**src/rtl/kmeans_pkg.sv**
```systemverilog
// Shared widths, FSM encoding and lane-slicing helper for the k-means
// centroid-update datapath (pixel_accumulator and pixel_divider).
package kmeans_pkg;

    localparam int NUM_CLUSTERS = 16;
    localparam int PIX_W        = 8;
    localparam int ACC_W        = 20;
    localparam int CNT_W        = 12;
    localparam int ID_W         = 4;

    typedef enum logic [1:0] {
        IDLE  = 2'd0,
        ACCUM = 2'd1,
        HOLD  = 2'd2
    } state_e;

    // Low bit index of lane `lane` inside a flattened bus of `width`-bit lanes.
    function automatic int slice_lo(input int lane, input int width);
        return lane * width;
    endfunction

endpackage

```
**src/rtl/cluster_accum_lane.sv**
```systemverilog
// One cluster lane: R/G/B component sums plus a saturating pixel count.
// A hit on a saturated lane is dropped entirely and reported through sat.
module cluster_accum_lane
    import kmeans_pkg::*;
#(
    parameter int PIX_W_P = PIX_W,
    parameter int ACC_W_P = ACC_W,
    parameter int CNT_W_P = CNT_W
) (
    input  logic               clk,
    input  logic               reset,
    input  logic               ce,
    input  logic               clear,
    input  logic               hit,
    input  logic [PIX_W_P-1:0] pix_r,
    input  logic [PIX_W_P-1:0] pix_g,
    input  logic [PIX_W_P-1:0] pix_b,
    output logic [ACC_W_P-1:0] sum_r,
    output logic [ACC_W_P-1:0] sum_g,
    output logic [ACC_W_P-1:0] sum_b,
    output logic [CNT_W_P-1:0] cnt,
    output logic               sat,
    output logic               nonzero
);

    localparam logic [CNT_W_P-1:0] CNT_MAX = '1;

    logic [ACC_W_P-1:0] sum_r_q, sum_r_d;
    logic [ACC_W_P-1:0] sum_g_q, sum_g_d;
    logic [ACC_W_P-1:0] sum_b_q, sum_b_d;
    logic [CNT_W_P-1:0] cnt_q,   cnt_d;

    assign sat     = (cnt_q == CNT_MAX);
    assign nonzero = (cnt_q != '0);

    // NOTE: every always_comb output gets a default first so no path can infer a latch.
    always_comb begin
        sum_r_d = sum_r_q;
        sum_g_d = sum_g_q;
        sum_b_d = sum_b_q;
        cnt_d   = cnt_q;
        if (clear) begin
            sum_r_d = '0;
            sum_g_d = '0;
            sum_b_d = '0;
            cnt_d   = '0;
        end else if (hit && !sat) begin
            sum_r_d = sum_r_q + ACC_W_P'(pix_r);
            sum_g_d = sum_g_q + ACC_W_P'(pix_g);
            sum_b_d = sum_b_q + ACC_W_P'(pix_b);
            cnt_d   = cnt_q + CNT_W_P'(1);
        end
    end

    // NOTE: sequential state uses non-blocking assignments only, so all flops sample together.
    always_ff @(posedge clk or negedge reset) begin
        if (!reset) begin
            sum_r_q <= '0;
            sum_g_q <= '0;
            sum_b_q <= '0;
            cnt_q   <= '0;
        end else if (ce) begin
            sum_r_q <= sum_r_d;
            sum_g_q <= sum_g_d;
            sum_b_q <= sum_b_d;
            cnt_q   <= cnt_d;
        end
    end

    assign sum_r = sum_r_q;
    assign sum_g = sum_g_q;
    assign sum_b = sum_b_q;
    assign cnt   = cnt_q;

endmodule

```
**src/rtl/pixel_accumulator.sv**
```systemverilog
// Accumulates labelled RGB pixels into per-cluster sums/counts over a frame,
// then holds them stable for pixel_divider until it reports final_ready.
module pixel_accumulator
    import kmeans_pkg::*;
#(
    parameter int NUM_CLUSTERS_P = NUM_CLUSTERS,
    parameter int PIX_W_P        = PIX_W,
    parameter int ACC_W_P        = ACC_W,
    parameter int CNT_W_P        = CNT_W,
    parameter int ID_W_P         = ID_W
) (
    input  logic                               clk,
    input  logic                               reset,
    input  logic                               ce,
    input  logic                               start,
    input  logic                               pixel_valid,
    output logic                               pixel_ready,
    input  logic                               pixel_last,
    input  logic [PIX_W_P-1:0]                 pixel_r,
    input  logic [PIX_W_P-1:0]                 pixel_g,
    input  logic [PIX_W_P-1:0]                 pixel_b,
    input  logic [ID_W_P-1:0]                  pixel_id,
    input  logic                               div_ready,
    output logic                               accum_valid,
    output logic [NUM_CLUSTERS_P-1:0]          en,
    output logic [NUM_CLUSTERS_P*ACC_W_P-1:0]  red_accum,
    output logic [NUM_CLUSTERS_P*ACC_W_P-1:0]  green_accum,
    output logic [NUM_CLUSTERS_P*ACC_W_P-1:0]  blue_accum,
    output logic [NUM_CLUSTERS_P*CNT_W_P-1:0]  count,
    output logic                               overflow
);

    state_e state_q, state_d;
    logic   overflow_q, overflow_d;
    logic   accum_valid_q, accum_valid_d;
    logic   accept, clear;

    logic [NUM_CLUSTERS_P-1:0] lane_sat;
    logic [NUM_CLUSTERS_P-1:0] lane_nz;

    always_comb begin
        state_d    = state_q;
        overflow_d = overflow_q;
        clear      = 1'b0;
        accept     = 1'b0;
        unique case (state_q)
            IDLE: begin
                if (start) begin
                    clear      = 1'b1;
                    overflow_d = 1'b0;
                    state_d    = ACCUM;
                end
            end
            ACCUM: begin
                if (pixel_valid) begin
                    accept = 1'b1;
                    if (lane_sat[pixel_id]) overflow_d = 1'b1;
                    // A dropped last pixel still closes the frame.
                    if (pixel_last) state_d = HOLD;
                end
            end
            HOLD: begin
                if (div_ready) state_d = IDLE;
            end
            default: state_d = IDLE;
        endcase
        accum_valid_d = (state_d == HOLD);
    end

    always_ff @(posedge clk or negedge reset) begin
        if (!reset) begin
            state_q       <= IDLE;
            overflow_q    <= 1'b0;
            accum_valid_q <= 1'b0;
        end else if (ce) begin
            state_q       <= state_d;
            overflow_q    <= overflow_d;
            accum_valid_q <= accum_valid_d;
        end
    end

    for (genvar k = 0; k < NUM_CLUSTERS_P; k++) begin : g_lane
        cluster_accum_lane #(
            .PIX_W_P (PIX_W_P),
            .ACC_W_P (ACC_W_P),
            .CNT_W_P (CNT_W_P)
        ) u_lane (
            .clk     (clk),
            .reset   (reset),
            .ce      (ce),
            .clear   (clear),
            .hit     (accept && (pixel_id == ID_W_P'(k))),
            .pix_r   (pixel_r),
            .pix_g   (pixel_g),
            .pix_b   (pixel_b),
            .sum_r   (red_accum  [slice_lo(k, ACC_W_P) +: ACC_W_P]),
            .sum_g   (green_accum[slice_lo(k, ACC_W_P) +: ACC_W_P]),
            .sum_b   (blue_accum [slice_lo(k, ACC_W_P) +: ACC_W_P]),
            .cnt     (count      [slice_lo(k, CNT_W_P) +: CNT_W_P]),
            .sat     (lane_sat[k]),
            .nonzero (lane_nz[k])
        );
    end

    assign pixel_ready = (state_q == ACCUM);
    assign accum_valid = accum_valid_q;
    assign overflow    = overflow_q;
    assign en          = lane_nz;

endmodule

```
**config.mk**
```make
export PLATFORM = sky130hd
export DESIGN_NAME = pixel_accumulator
export DESIGN_NICKNAME = d
export VERILOG_FILES = /design/src/rtl/kmeans_pkg.sv /design/src/rtl/cluster_accum_lane.sv /design/src/rtl/pixel_accumulator.sv
export SDC_FILE = /design/constraint.sdc
export NUM_CORES = 2
export LEC_CHECK = 0
export CELL_PAD_IN_SITES_DETAIL_PLACEMENT = 1
export CELL_PAD_IN_SITES_GLOBAL_PLACEMENT = 2
export CORE_AREA = 2 2 468 470
export DETAILED_ROUTE_END_ITERATION = 7
export DIE_AREA = 0 0 470 472
export GPL_ROUTABILITY_DRIVEN = 1
export PLACE_DENSITY = 0.78
export SLEW_MARGIN = 25
export SYNTH_ARGS = -nofsm -noshare
export SYNTH_HDL_FRONTEND = slang
export SYNTH_SLANG_ARGS = --single-unit
```
**constraint.sdc**
```tcl
create_clock -name clk -period 3.4 [get_ports clk]
set_input_delay 0.68 -clock clk [delete_from_list [all_inputs] [get_ports clk]]
set_output_delay 0.68 -clock clk [all_outputs]
set_load 0.05 [all_outputs]
```
After elaboration in Yosys (flattened, before gate mapping)
Cells that the tools add are included.

storage, ports and cells
  register bits = 1,156
  bits of input ports = 35
  word-level logic and storage cells = 412

cells by class
  add/subtract/negate cells = 64
  $lt $le $gt $ge = 1
  equal/unequal tests = 37
  multiplexer cells = 143
  reductions and logical operators = 100

operators by type and width
  kind                     number
  $mux W20                 96
  $add A20 B8 Y20          48
  $mux W12                 32
  $add A12 B1 Y12 const B  16
  $eq A12 B12 Y1 const B   16
  $reduce_bool A12 Y1      16
  $reduce_bool A2 Y1       17
  $eq A4 B4 Y1 const B     8
  $logic_and A1 B1 Y1      32
  $reduce_and A2 Y1        16
  $eq A4 B3 Y1 const B     4
  $logic_not A1 Y1         16
  $eq A4 B2 Y1 const B     2
  $mux W1                  8
  $mux W2                  4
  $pmux W2 S3              1
  $lt A4 B5 Y1 const B     1
  $reduce_and A5 Y1        1
  $bmux W1 S4              1
  $eq A2 B2 Y1 const B     2
  $eq A4 B1 Y1 const B     1
  $logic_not A4 Y1         1
  $ne A2 B2 Y1 const B     2
  $eq A2 B1 Y1 const B     1
  other kinds (3)          3

Logic depth before layout (Yosys ltp)
  depth in word-level cells = 6
  depth in mapped cells = 11

Hierarchy
A second synthesis with hierarchy kept.

unflattened totals
  cell total of the unflattened synthesis = 8,047
  area, all modules = 74,397.6 um2

modules (own cells, without submodules)
  module                                      times used  cells an instance  area an instance (um2)
  cluster_accum_lane at g_lane[0].u_lane ...  10          508                4,677.0
  cluster_accum_lane at g_lane[4].u_lane      1           506                4,705.8
  cluster_accum_lane at g_lane[3].u_lane      1           504                4,635.7
  cluster_accum_lane at g_lane[8].u_lane      1           490                4,506.8
  cluster_accum_lane at g_lane[7].u_lane      1           473                4,466.8
  cluster_accum_lane at g_lane[9].u_lane      1           464                4,446.8
  cluster_accum_lane at g_lane[13].u_lane     1           469                4,372.9
  pixel_accumulator                           1           61                 493.0

Least setup slack after synthesis
OpenSTA, ideal clock, no wires.

  path kind = input-to-reg
  start = in pixel_g[1]
  end = reg g_lane[7].u_lane.sum_g_q[18]
  setup time = 0.132 ns
  arrival time = 3.094 ns
  required time = 3.268 ns
  path slack = 0.174 ns
  stages on the path = 9
  path buffers = 0
  cell sequence = inv_1 fa_1 nor2b_1 o2111a_1 nor2_1 a2111oi_0 nand4_1 xor2_1 nor2_1

on the way
  cells in the longest elaborated chain, start to end = 3

RTL lines
  element               line                      source
  start, declared       pixel_accumulator.sv:20   input logic [PIX_W_P-1:0] pixel_g,
  $add A20 B8 Y20       cluster_accum_lane.sv:49  sum_g_d = sum_g_q + ACC_W_P'(pix_g);
  $mux W20              cluster_accum_lane.sv:47  end else if (hit && !sat) begin
  $mux W20              cluster_accum_lane.sv:42  if (clear) begin
  end signal, assigned  cluster_accum_lane.sv:64  sum_g_q <= sum_g_d;
  end, declared         cluster_accum_lane.sv:29  logic [ACC_W_P-1:0] sum_g_q, sum_g_d;

No other way between the ends. The select of a mux whose other input is x is not followed.
A chain may end at the register's enable or synchronous reset.

Worst setup path in the final report
  start = reg state_q[0]
  end = out pixel_ready

on the way
  cells in the longest elaborated chain, start to end = 1

RTL lines
  element                 line                      source
  start, declared         pixel_accumulator.sv:33   state_e state_q, state_d;
  start signal, assigned  pixel_accumulator.sv:76   state_q <= state_d;
  $eq A2 B1 Y1            pixel_accumulator.sv:105  assign pixel_ready = (state_q == ACCUM);
  end, declared           pixel_accumulator.sv:17   output logic pixel_ready,

No other way between the ends.

==> insert_results.sql <==
INSERT INTO impl_metrics (metric_group, metric, value, unit) VALUES
('die', 'rows', '171', ''),
('hold_path', 'min_path_type', 'input pin to register', ''),
('clock_network', 'cts_htree_levels', '4', ''),
('routing', 'antenna_violating_nets_post_route', '0', ''),
('setup_path', 'worst-r2r-cell-count', '9', ''),
('logic_synthesis', 'post-synth-top-area-cell', 'dfrtp_1', ''),
('placement', 'placed_cells_incl_taps', '11611', ''),
('die', 'num_io_pins', '1206', ''),
('run', 'maxCapViolations', '0', ''),
('setup_path', 'cp_required', '2720', 'ps'),
('die', 'die-area', '0.222', 'sq mm'),
('finish', 'final_common_cell', 'clkdlybuf4s50_1', ''),
('routing', 'detail_route.iter0.violations', '3237', ''),
('die', 'initial_utilization', '31.0', '%'),
('finish', 'fin_nets', '9410', ''),
('finish', 'drive_gt1_share', '9.39', '%'),
('setup_path', 'setup.worst_path.start_class', 'register', ''),
('logic_synthesis', 'mappedNetlistNets', '7829', ''),
('global_route', 'vias_in_the_first_global_route', '66101', ''),
('setup_path', 'critical_path.cell_chain', 'inv_1 > nor2_1 > clkdlybuf4s50_1', ''),
('timing', 'timing.max_slew.rel_slack', '26.1', '%'),
('clock_network', 'clock_sink_count', '1156', ''),
('placement', 'port_buffers', '1205', ''),
('die', 'fp.dieH', '472', 'um'),
('timing', 'final_max_slew_viol_count', '0', ''),
('routing', 'viasPerCell', '5.31', ''),
('routing', 'drc', '0', ''),
('logic_synthesis', 'seq_total_area_yosys', '43.1', '%'),
('timing', 'final.period_utilization', '97.0', '%'),
('power', 'leakagePower', '40.2', 'nW'),
('setup_path', 'timing.critical_path.fanout_max', '7', ''),
('logic_synthesis', 'post_synth_num_cell_types', '82', ''),
('setup_path', 'critPathCaptureType', 'primary output', ''),
('logic_synthesis', 'synthCells', '7330', ''),
('power', 'power.density', '522', 'mW/mm^2'),
('finish', 'layout.cells.most_common_list', 'clkdlybuf4s50_1 (1170), dfrtp_1 (1156), nor2_1 (856), o21ai_0 (601), nand3_1 (572)', ''),
('clock_network', 'clock_tree.buffer_depth', '3', ''),
('logic_synthesis', 'postSynthRegisterBits', '1156', ''),
('die', 'die_width', '470', 'um'),
('logic_synthesis', 'synth_top_cells_by_area', 'dfrtp_1 (43%), ha_1 (7.7%), xor2_1 (5.9%)', ''),
('logic_synthesis', 'synthesis.area', '0.0672', 'sq mm'),
('placement', 'gp_congestion', '0.891', ''),
('clock_network', 'clockRootBuffer', 'clkbuf_16', ''),
('setup_path', 'critical_path_arrival', '2620', 'ps'),
('global_route', 'grt_antenna_before_repair', '26', ''),
('timing', 'fin_crit', '3300', 'ps'),
('finish', 'area_growth_syn_to_layout', '36.0', '%'),
('logic_synthesis', 'synth_largest_type_area_fraction', '43.1', '%'),
('setup_path', 'worst-setup-path-type', 'register to primary output', ''),
('timing', 'timing_worst_slew_pin_value', '1110', 'ps'),
('setup_path', 'slowest_stage', 'clkdlybuf4s50_1', ''),
('timing', 'final_hold_violating_endpoints', '0', ''),
('logic_synthesis', 'postSynth.asyncResetShare', '100', '%'),
('clock_network', 'cts.clk_slew.worst_paths', '60', 'ps'),
('logic_synthesis', 'yosys_warnings', '0', ''),
('power', 'ir_drop', '0.000544', 'V'),
('global_route', 'grt_max_degree', '92', ''),
('routing', 'number_of_vias_after_detailed_routing', '63144', ''),
('clock_network', 'cts_inserted_buffers', '151', ''),
('clock_network', 'postCtsSetupBuffers', '0', ''),
('clock_network', 'cts_tree', 'built', ''),
('global_route', 'global_route.overflow_total', '0', ''),
('logic_synthesis', 'syn_avg_cell_area', '9.17', 'sq um'),
('routing', 'drtPass1Iterations', '5', ''),
('finish', 'post_route_standard_cell_area_excluding_fillers', '0.0914', 'sq mm'),
('timing', 'setup_viol', '0', ''),
('setup_path', 'timing.critical_path.slowest_cell_delay', '980', 'ps'),
('placement', 'dpl-instance-area', '0.0863', 'sq mm'),
('routing', 'totalWireLength', '322000', 'um'),
('logic_synthesis', 'synth-main-ff-cell', 'dfrtp_1', ''),
('run_status', 'run_status', 'complete, no violations', '');
==> critical path, delay by kind of cell (launching register included) <==
family                 cells  cell delay (ps)
buffers and inverters      2             1090
and+or+nand+nor            1              220
DFF                        1              490
==> per-layer routing <==
layer | GRT usage, % | part of all wire (%) | vias to the layer above
li1 | - | - | 28833
met1 | 34.0 | 40 | 32186
met2 | 46.4 | 46 | 1635
met3 | 8.50 | 7.6 | 488
met4 | 14.3 | 5.6 | 2
met5 | 0 | 0.0040 | -
==> repair_timing <==
action / CTS / global route
setup endpoints to repair: 2 / 2
endpoints found under the hold margin: 60 / 0
gates resized for setup: 2 / 2
hold buffers: 1 / 0
==> area by class of cell <==
cell class / count / area, sq um
tap: 2854 / 3570
sequential: 1156 / 28900
clock buffer: 222 / 4450
clock inverter: 44 / 533
timing repair buffer: 1703 / 16600
multi-input combinational: 5624 / 36200
fill: 24700 / 125000
inverter: 275 / 1040
antenna: 15 / 37.5
==> registers in the layout, indices dropped and copies added (netlist names) <==
| register | flops |
|---|---|
| accum_valid | 1 |
| overflow | 1 |
| state_q | 2 |
| g_lane.u_lane.sum_b | 320 |
| g_lane.u_lane.cnt | 192 |
| g_lane.u_lane.sum_r | 320 |
| g_lane.u_lane.sum_g | 320 |
==> synth_stat cells, drive strengths merged (179+ instances only) <==
library cell  instances
dfrtp              1156
nor2                860
o21ai               607
nand3               576
nand2               565
xor2                450
ha                  416
xnor2               361
inv                 275
a21oi               260
nor3                183
clkbuf              179
==> metrics by stage <==
step	TNS (ps)	hold WS, ps
CTS	0	353
detailed placement	-37590	497
global placement	-21420	492
finish	0	431
floorplan	0	384
global route	0	403
==> where the power goes <==
| part | switching (W) | internal, W | total (W) |
|---|---|---|---|
| sequential | 0.00109 | 0.0147 | 0.0158 |
| clock | 0.00690 | 0.00954 | 0.0164 |
| combinational | 0.0105 | 0.00498 | 0.0154 |
==> worst paths after layout <==
kind / endpoint / from / slack (ps)
min: g_lane[0].u_lane.sum_r[0]$_DFFE_PN0P_ / pixel_r[0] / 430
max: pixel_ready / state_q[0]$_DFFE_PN0P_ / 100
min in group asynchronous: g_lane[12].u_lane.sum_r[10]$_DFFE_PN0P_ / reset / 530
max reg2reg: g_lane[9].u_lane.sum_b[12]$_DFFE_PN0P_ / state_q[1]$_DFFE_PN0P_ / 360
min reg2reg: g_lane[12].u_lane.sum_r[3]$_DFFE_PN0P_ / g_lane[12].u_lane.sum_r[3]$_DFFE_PN0P_ / 510
max in group asynchronous: g_lane[14].u_lane.sum_r[11]$_DFFE_PN0P_ / reset / 1750
==> kinds of logic after synthesis <==
| family | count (synthesis) | synth area share [%] |
|---|---|---|
| muxes | 5 | 0.0782 |
| adders and majority gates | 464 | 9.18 |
| and+or+nand+nor | 2999 | 21.5 |
| DFF | 1156 | 43.1 |
| AOI/OAI and AO/OA | 1345 | 12.3 |
| xor gates and xnor gates | 811 | 10.6 |
| buffers and inverters | 550 | 3.28 |
Note: power is estimated with default switching activity, not from simulation.
